File: config.mk
export PLATFORM = sky130hd
export DESIGN_NAME = stopwatch_ctrl
export DESIGN_NICKNAME = d
export VERILOG_FILES = /design/src/rtl/stopwatch_ctrl.sv
export SDC_FILE = /design/constraint.sdc
export NUM_CORES = 1
export LEC_CHECK = 0
export ABC_AREA = 1
export ABC_CLOCK_PERIOD_IN_PS = 2900
export CAP_MARGIN = 20
export CORE_MARGIN = 3
export CORE_UTILIZATION = 30
export DETAILED_ROUTE_END_ITERATION = 12
export PLACE_DENSITY_LB_ADDON = 0.3
export SYNTH_ARGS = -nofsm -noshare
export SYNTH_HDL_FRONTEND = slang
export SYNTH_SLANG_ARGS = --single-unit
File: constraint.sdc
create_clock -name clk -period 2.9 [get_ports clk]
set_input_delay 0.58 -clock clk [delete_from_list [all_inputs] [get_ports clk]]
set_output_delay 0.58 -clock clk [all_outputs]
set_load 0.01 [all_outputs]
File: src/rtl/stopwatch_ctrl.sv
// -----------------------------------------------------------------------------
// stopwatch_ctrl
//
// Two-button control sequencer for an MM.SS stopwatch. Sits between the board
// push-buttons and the minute/second timer plus display multiplexer.
//
// Each raw button passes through a 2-FF synchronizer and a counter-based
// debouncer. A press event is the rising edge of the debounced level. A mode
// FSM (IDLE / RUN / LAP / PAUSE) turns press events into one-cycle go/stop/clr
// pulses for the timer. It also chooses between live and frozen (lap) digits
// for the display.
//
// Optional build macro: LAP_TIMEOUT_EN
//   defined   : LAP automatically falls back to RUN after LAP_TICKS clocks
//               (no timer pulse is issued). A button event in the same cycle
//               wins over the timeout.
//   undefined : no timeout counter is built; LAP persists until a button event.
//
// Parameters
//   DB_CYCLES  consecutive stable clocks before a debounced level flips
//   DB_W       width of the debounce counter (must hold DB_CYCLES-1)
//   LAP_TICKS  lap auto-release timeout in clocks (LAP_TIMEOUT_EN only)
//
// Ports
//   clk                 system clock
//   reset               synchronous, active-low reset
//   btn_ss              raw start/stop button (active-high, asynchronous)
//   btn_lr              raw lap/reset button  (active-high, asynchronous)
//   t3,t2,t1,t0         live BCD digits from the timer (t3 = tens of minutes)
//   go, stop, clr       registered one-cycle command pulses to the timer
//   hex3..hex0          digits to the display mux
//   dp_out              decimal-point pattern to the display mux
//   running             high while in RUN or LAP (registered)
// -----------------------------------------------------------------------------
module stopwatch_ctrl #(
   parameter int unsigned DB_CYCLES = 32'd1000000,
   parameter int unsigned DB_W      = 20,
   parameter int unsigned LAP_TICKS = 32'd300000000
) (
   input  logic       clk,
   input  logic       reset,
   input  logic       btn_ss,
   input  logic       btn_lr,
   input  logic [3:0] t3,
   input  logic [3:0] t2,
   input  logic [3:0] t1,
   input  logic [3:0] t0,
   output logic       go,
   output logic       stop,
   output logic       clr,
   output logic [3:0] hex3,
   output logic [3:0] hex2,
   output logic [3:0] hex1,
   output logic [3:0] hex0,
   output logic [3:0] dp_out,
   output logic       running
);

   // --------------------------------------------------------------------------
   // Elaboration-time parameter sanity checks
   // --------------------------------------------------------------------------
   if (DB_CYCLES == 0 || ((64'(DB_CYCLES) - 64'd1) >> DB_W) != 64'd0) begin : g_db_check
      $error("DB_CYCLES must be non-zero and DB_CYCLES-1 must fit in DB_W bits");
   end

   if (LAP_TICKS < 2) begin : g_lap_check
      $error("LAP_TICKS must be at least 2");
   end

   localparam logic [DB_W-1:0] DB_LAST = DB_W'(DB_CYCLES - 1);

   // Decimal-point patterns: lap view marks the frozen display differently
   localparam logic [3:0] DP_LIVE = 4'b1011;
   localparam logic [3:0] DP_LAP  = 4'b0011;

   // --------------------------------------------------------------------------
   // Button conditioning: bit 0 = start/stop, bit 1 = lap/reset
   // --------------------------------------------------------------------------
   logic [1:0] raw;
   logic [1:0] press;

   assign raw = {btn_lr, btn_ss};

   genvar gi;
   generate
      for (gi = 0; gi < 2; gi++) begin : g_btn
         logic            sync1_reg;
         logic            sync2_reg;
         logic            level_reg;
         logic            level_d_reg;
         logic            press_reg;
         logic [DB_W-1:0] cnt_reg;

         always_ff @(posedge clk) begin
            if (!reset) begin
               sync1_reg   <= 1'b0;
               sync2_reg   <= 1'b0;
               level_reg   <= 1'b0;
               level_d_reg <= 1'b0;
               press_reg   <= 1'b0;
               cnt_reg     <= '0;
            end else begin
               sync1_reg <= raw[gi];
               sync2_reg <= sync1_reg;

               // The counter measures how long the synced input has disagreed
               // with the debounced level; any agreement restarts the count.
               if (sync2_reg != level_reg) begin
                  if (cnt_reg == DB_LAST) begin
                     level_reg <= sync2_reg;
                     cnt_reg   <= '0;
                  end else begin
                     cnt_reg <= cnt_reg + DB_W'(1);
                  end
               end else begin
                  cnt_reg <= '0;
               end

               // Registered rising-edge detect: one-cycle event per press,
               // nothing on release.
               level_d_reg <= level_reg;
               press_reg   <= level_reg & ~level_d_reg;
            end
         end

         assign press[gi] = press_reg;
      end
   endgenerate

   logic ss_ev;
   logic lr_ev;

   assign ss_ev = press[0];
   assign lr_ev = press[1];

   // --------------------------------------------------------------------------
   // Mode FSM
   // --------------------------------------------------------------------------
   typedef enum logic [1:0] {
      IDLE  = 2'd0,
      RUN   = 2'd1,
      LAP   = 2'd2,
      PAUSE = 2'd3
   } state_t;

   state_t     state_reg;
   state_t     state_next;
   logic       go_reg;
   logic       stop_reg;
   logic       clr_reg;
   logic       go_next;
   logic       stop_next;
   logic       clr_next;
   logic       running_reg;
   logic       init_reg;
   logic       lap_load;
   logic       lap_expire;
   logic [3:0] lap3_reg;
   logic [3:0] lap2_reg;
   logic [3:0] lap1_reg;
   logic [3:0] lap0_reg;

`ifdef LAP_TIMEOUT_EN
   logic [31:0] lap_cnt_reg;

   // Held at zero outside LAP, so it always starts from zero on entry.
   always_ff @(posedge clk) begin
      if (!reset) begin
         lap_cnt_reg <= '0;
      end else if (state_reg != LAP) begin
         lap_cnt_reg <= '0;
      end else begin
         lap_cnt_reg <= lap_cnt_reg + 32'd1;
      end
   end

   assign lap_expire = (state_reg == LAP) && (lap_cnt_reg == 32'(LAP_TICKS - 1));
`else
   assign lap_expire = 1'b0;
`endif

   always_comb begin
      state_next = state_reg;
      go_next    = 1'b0;
      stop_next  = 1'b0;
      clr_next   = 1'b0;
      lap_load   = 1'b0;

      if (init_reg) begin
         // First clock out of reset: clear the timer to 00.00. No button
         // event can exist yet because the press registers were just reset.
         clr_next = 1'b1;
      end else begin
         // Start/stop is checked first everywhere, so a simultaneous
         // lap/reset event is simply dropped.
         case (state_reg)
            IDLE: begin
               if (ss_ev) begin
                  state_next = RUN;
                  go_next    = 1'b1;
               end else if (lr_ev) begin
                  clr_next = 1'b1;
               end
            end
            RUN: begin
               if (ss_ev) begin
                  state_next = PAUSE;
                  stop_next  = 1'b1;
               end else if (lr_ev) begin
                  state_next = LAP;
                  lap_load   = 1'b1;
               end
            end
            LAP: begin
               if (ss_ev) begin
                  state_next = PAUSE;
                  stop_next  = 1'b1;
               end else if (lr_ev || lap_expire) begin
                  state_next = RUN;
               end
            end
            PAUSE: begin
               if (ss_ev) begin
                  state_next = RUN;
                  go_next    = 1'b1;
               end else if (lr_ev) begin
                  state_next = IDLE;
                  clr_next   = 1'b1;
               end
            end
            default: begin
               state_next = IDLE;
            end
         endcase
      end
   end

   always_ff @(posedge clk) begin
      if (!reset) begin
         state_reg   <= IDLE;
         go_reg      <= 1'b0;
         stop_reg    <= 1'b0;
         clr_reg     <= 1'b0;
         running_reg <= 1'b0;
         init_reg    <= 1'b1;
         lap3_reg    <= 4'd0;
         lap2_reg    <= 4'd0;
         lap1_reg    <= 4'd0;
         lap0_reg    <= 4'd0;
      end else begin
         state_reg   <= state_next;
         go_reg      <= go_next;
         stop_reg    <= stop_next;
         clr_reg     <= clr_next;
         // Derived from the next state so it lines up with state_reg.
         running_reg <= (state_next == RUN) || (state_next == LAP);
         init_reg    <= 1'b0;
         if (lap_load) begin
            lap3_reg <= t3;
            lap2_reg <= t2;
            lap1_reg <= t1;
            lap0_reg <= t0;
         end
      end
   end

   assign go      = go_reg;
   assign stop    = stop_reg;
   assign clr     = clr_reg;
   assign running = running_reg;

   // --------------------------------------------------------------------------
   // Display selection: frozen lap digits in LAP, live digits otherwise
   // --------------------------------------------------------------------------
   always_comb begin
      hex3   = t3;
      hex2   = t2;
      hex1   = t1;
      hex0   = t0;
      dp_out = DP_LIVE;
      if (state_reg == LAP) begin
         hex3   = lap3_reg;
         hex2   = lap2_reg;
         hex1   = lap1_reg;
         hex0   = lap0_reg;
         dp_out = DP_LAP;
      end
   end

endmodule

# Yosys cells after proc, flatten, opt, wreduce, memory -nomap -nowiden
# Cells that the tools add are included.
# classes
n_reduce_logical,10
mux,22
bitwise,9
n_eq_ne,9
addsub,2
# op_table
operator,count
adder 20 x 1 -> 20 bit (second input constant),2
equality test 20 bit (second input constant),2
2-to-1 mux 4 bit,5
2-to-1 mux 2 bit,8
OR reduction 3 bit,4
2-to-1 mux 1 bit,8
case mux 2 bit (4 select lines),1
NOT 1 bit,7
equality test 2 bit (second input constant),3
equality test 2 x 1 -> 1 bit (second input constant),2
AND reduction 2 bit,2
OR reduction 2 bit,2
AND 1 bit,2
logical NOT 2 bit,1
!= test 1 bit,2
logical OR 1 bit,1
# totals
wordCells,74
in_bits,20
out_inout_bits,24
reg_bits,73

# Depth between registers and ports, before layout
# depth
word_depth,6
depth_mapped,12
ltp_nobuf,12

# Worst setup path before layout
# OpenSTA, ideal clock, no wires.
# synth_path
path_kind,register to output
start,register state_reg[0]
end,output port hex1[0]
stages_incl_launch_ff,8
t_arrival_ns,1.377
required_ns,2.320
slack_ns,0.943
cell_sequence,dfxtp_1 inv_1 ha_1 buf_2 clkinv_1 clkbuf_1 nand2_1 nand2_1
# synth_between
elab_chain_cells,2
# synth_lines
item,line,rtl
from (decl),146,state_t state_reg;
from (signal assigned),251,state_reg <= state_next;
equality test 2 bit,281,if (state_reg == LAP) begin
2-to-1 mux 4 bit,281,
to (decl),53,"output logic [3:0] hex1,"
# No other way between the ends.

# Final worst setup path
# layout_path
start,register state_reg[0]
end,output port hex0[3]
# layout_between
elab_chain_cells,2
# layout_lines
item,line,rtl
equality test 2 bit,281,
2-to-1 mux 4 bit,281,
to (decl),54,"output logic [3:0] hex0,"
# No other way between the ends.

==> results.cfg <==
[worst_setup_path]
crit_arrival_ns = 1.99
cp_max_fo = 17
r2r_setup_slack_ns = 0.97
reg2reg_depth = 6
r2r-end = g_btn[1].cnt_reg[18]
worstSetupEndpointType = primary output
required_ns = 2.32
path_class = reg2out
crit_path_start_kind = register
r2r-start = g_btn[1].cnt_reg[0]

[global_route]
track_usage_pct = 12.1
grt_pass1_vias = 3019
grt_max_degree = 21
grt.overflow.total = 0
antenna_found_initial = 0
grt_first_pass_wirelength_microns = 13300

[cts]
cts_tree = done
clockBufferDepth = 2
numCtsBuffers = 9
post_cts_buffers = 0
clk_pin_slew_ns = 0.06
clock-root-buffer = clkbuf_16
htreeDepth = 3
cts_sinks = 73
insertion_delay_ns = 0.33

[yosys]
synth_cell_types = 31
seq_area_frac_synth_pct = 41.2
ys_ff_latch = 73
synth_cells = 523
syn-cell-area_sq_um = 3550
syn_avg_cell_area_sq_um = 6.78
yosysWarnings = 0

[cells_and_area]
nets = 590
final_util_pct = 38.3
diodes = 0
drive_above_1_share_pct = 7.03
fillers = 1186
largest_reg_flops = 40
area_growth_pct = 24.0

[power_and_ir_drop]
comb_power_share_pct = 4.8
leakage_nw = 1.62
power_density_nw_per_um2 = 529
clockPowerShare_pct = 51.5
p_int_w = 0.00185
ir_drop_mv = 0.316
seqPwrFrac_pct = 43.6
switching_share_pct = 20.5
p_switching_w = 0.000476

[detailed_routing]
final_antenna_net_count = 0
drtPass1Iterations = 4
vias = 3212
detail_route.wl_per_cell_microns = 10.5
routed_wl_microns = 7510
via_per_inst = 4.51
initialDrtViolationCount = 254
drc = 0

[floorplanning]
die-area_sq_um = 13200
coreArea_sq_um = 11500
dieHeight_microns = 115
io_pins = 44
die_w_microns = 115
start_util_pct = 30.9
rows = 39

[timing]
fin_crit_sh_pct = 88.7
setup_slack_ns = 0.326
max_freq_ghz = 0.389
hold_violations = 0
fin_worst_skew_ns = 0.00854
rsz0062_at_grt = false
maxSlewHeadroom_pct = 52.9
finalSetupViolations = 0
finalMaxSlewViolations = 0
tns_ns = 0
period_needed_ns = 2.57
tightest_slew_ns = 0.705
holdWs_ns = 0.381

[flow_run]
maxCapViolations = 0

[placement]
post-place-ws_ns = 0.533
place.gp.congestion = 0.836
port_buffers = 40
dpl.hpwl_microns = 5490

[worst_hold_path]
hold_path_class = reg2reg
hold_path_depth = 1
hold_end = g_btn[1].press_reg
hold_start = g_btn[1].level_d_reg

[run_status]
status = finished clean
-- critical path, stage by stage (launching register included) --
cell	delay, ns
dfxtp_1	0.33
inv_1	0.13
ha_1	0.23
clkinvlp_4	0.29
nand2_1	0.15
nand2_1	0.06
clkdlybuf4s50_1	0.48
-- routing by layer --
layer  global-route usage [%]  wire [microns]
met5                        0               0
met4                     2.35              22
met3                     3.89             461
met2                     20.1            3330
met1                     15.7            3690
-- power groups by stage --
stage | Combinational, W | Sequential, W | Clock [W]
floorplan | 0.0000519 | 0.00104 | 0
global placement | 0.000111 | 0.00104 | 0
detailed placement | 0.000112 | 0.00104 | 0
CTS | 0.000113 | 0.00101 | 0.00124
global route | 0.000126 | 0.00101 | 0.00128
finish | 0.000112 | 0.00101 | 0.00120
-- metrics by stage --
step	cells	instance area (sq um)	total power, W
final	712	4400	0.00233
after global routing	712	4400	0.00242
after CTS	712	4390	0.00236
after detailed placement	696	4060	0.00115
after global placement	696	4060	0.00115
after floorplan	524	3550	0.00109
-- cell type report --
type                       count  area, sq um  area share [%]
multi-input combinational    390         1820            41.5
sequential                    73         1460            33.2
timing repair buffer          43          423            9.62
clock buffer                  10          239            5.44
inverter                      47          180            4.10
tap                          143          179            4.07
clock inverter                 6         90.1            2.05
-- what timing repair did --
action                     in CTS  in global routing
gates resized for setup         0                  1
hold buffers                    0                  0
setup endpoints to repair       0                  2
-- synth_stat cells, drive strengths merged --
library cell	instances	area, sq um
o21ai	19	95.1
conb	2	7.51
clkinv	1	3.75
nand4	7	50.1
buf	10	73.8
xor2	6	52.6
nor3	6	30.0
ha	6	75.1
dfxtp	73	1460
clkbuf	4	15.0
xnor2	8	70.1
a31oi	3	18.8
nand3	22	128
or2	2	12.5
nand3b	6	45.0
inv	46	173
nand2	161	622
nor2	118	488
a21oi	23	126
-- kinds of logic (layout without fill, tap and decap cells) --
family                     count (synthesis)  count (layout)  share of synthesized area, %
AOI/OAI and AO/OA                         45              45                          6.77
xor gates and xnor gates                  14              14                          3.46
adders and majority gates                  6               6                          2.12
buffers and inverters                     61             106                          7.48
DFF                                       73              73                          41.2
other                                      2               3                         0.212
and+or+nand+nor                          322             322                          38.8
-- cell usage in the layout (no fill, tap or decap) --
cell type        Yosys  layout
nand3b_1             6       6
nand4_1              6       6
clkinv_2             0       1
nor2_4               4       4
xor2_1               6       6
nor2_2               6       6
bufinv_16            0       2
inv_1               46      46
ha_1                 6       6
clkinv_4             0       1
xnor2_1              8       8
or2_0                1       1
nor2_1             108     108
a21oi_2              3       3
nand3_4              1       1
clkbuf_8             0       1
nand2_4              2       2
clkdlybuf4s50_1      0      40
buf_4                4       3
nand2_2              1       1
o21ai_0             19      19
nand2_1            158     158
nand4_2              1       1
a21oi_1             20      20
or2_2                1       1
a31oi_1              3       3
dfxtp_1             73      73
inv_6                0       1
conb_1               2       3
nor3_1               6       6
nand3_2              1       1
clkinvlp_4           0       2
clkbuf_16            0       9
nand3_1             20      20
-- worst max-delay path by stage --
stage,from,end,slack [ns],cells past startpoint
2_1_floorplan,state_reg[0],hex1[0],0.94,7
3_3_place_gp,state_reg[1],hex3[2],0.56,5
3_5_place_dp,state_reg[0],hex0[3],0.53,6
4_1_cts,state_reg[0],hex0[3],0.17,6
5_1_grt,state_reg[0],hex1[1],0.13,6
6_report,state_reg[0],hex0[3],0.33,6
(Power assumes the default switching activity.)
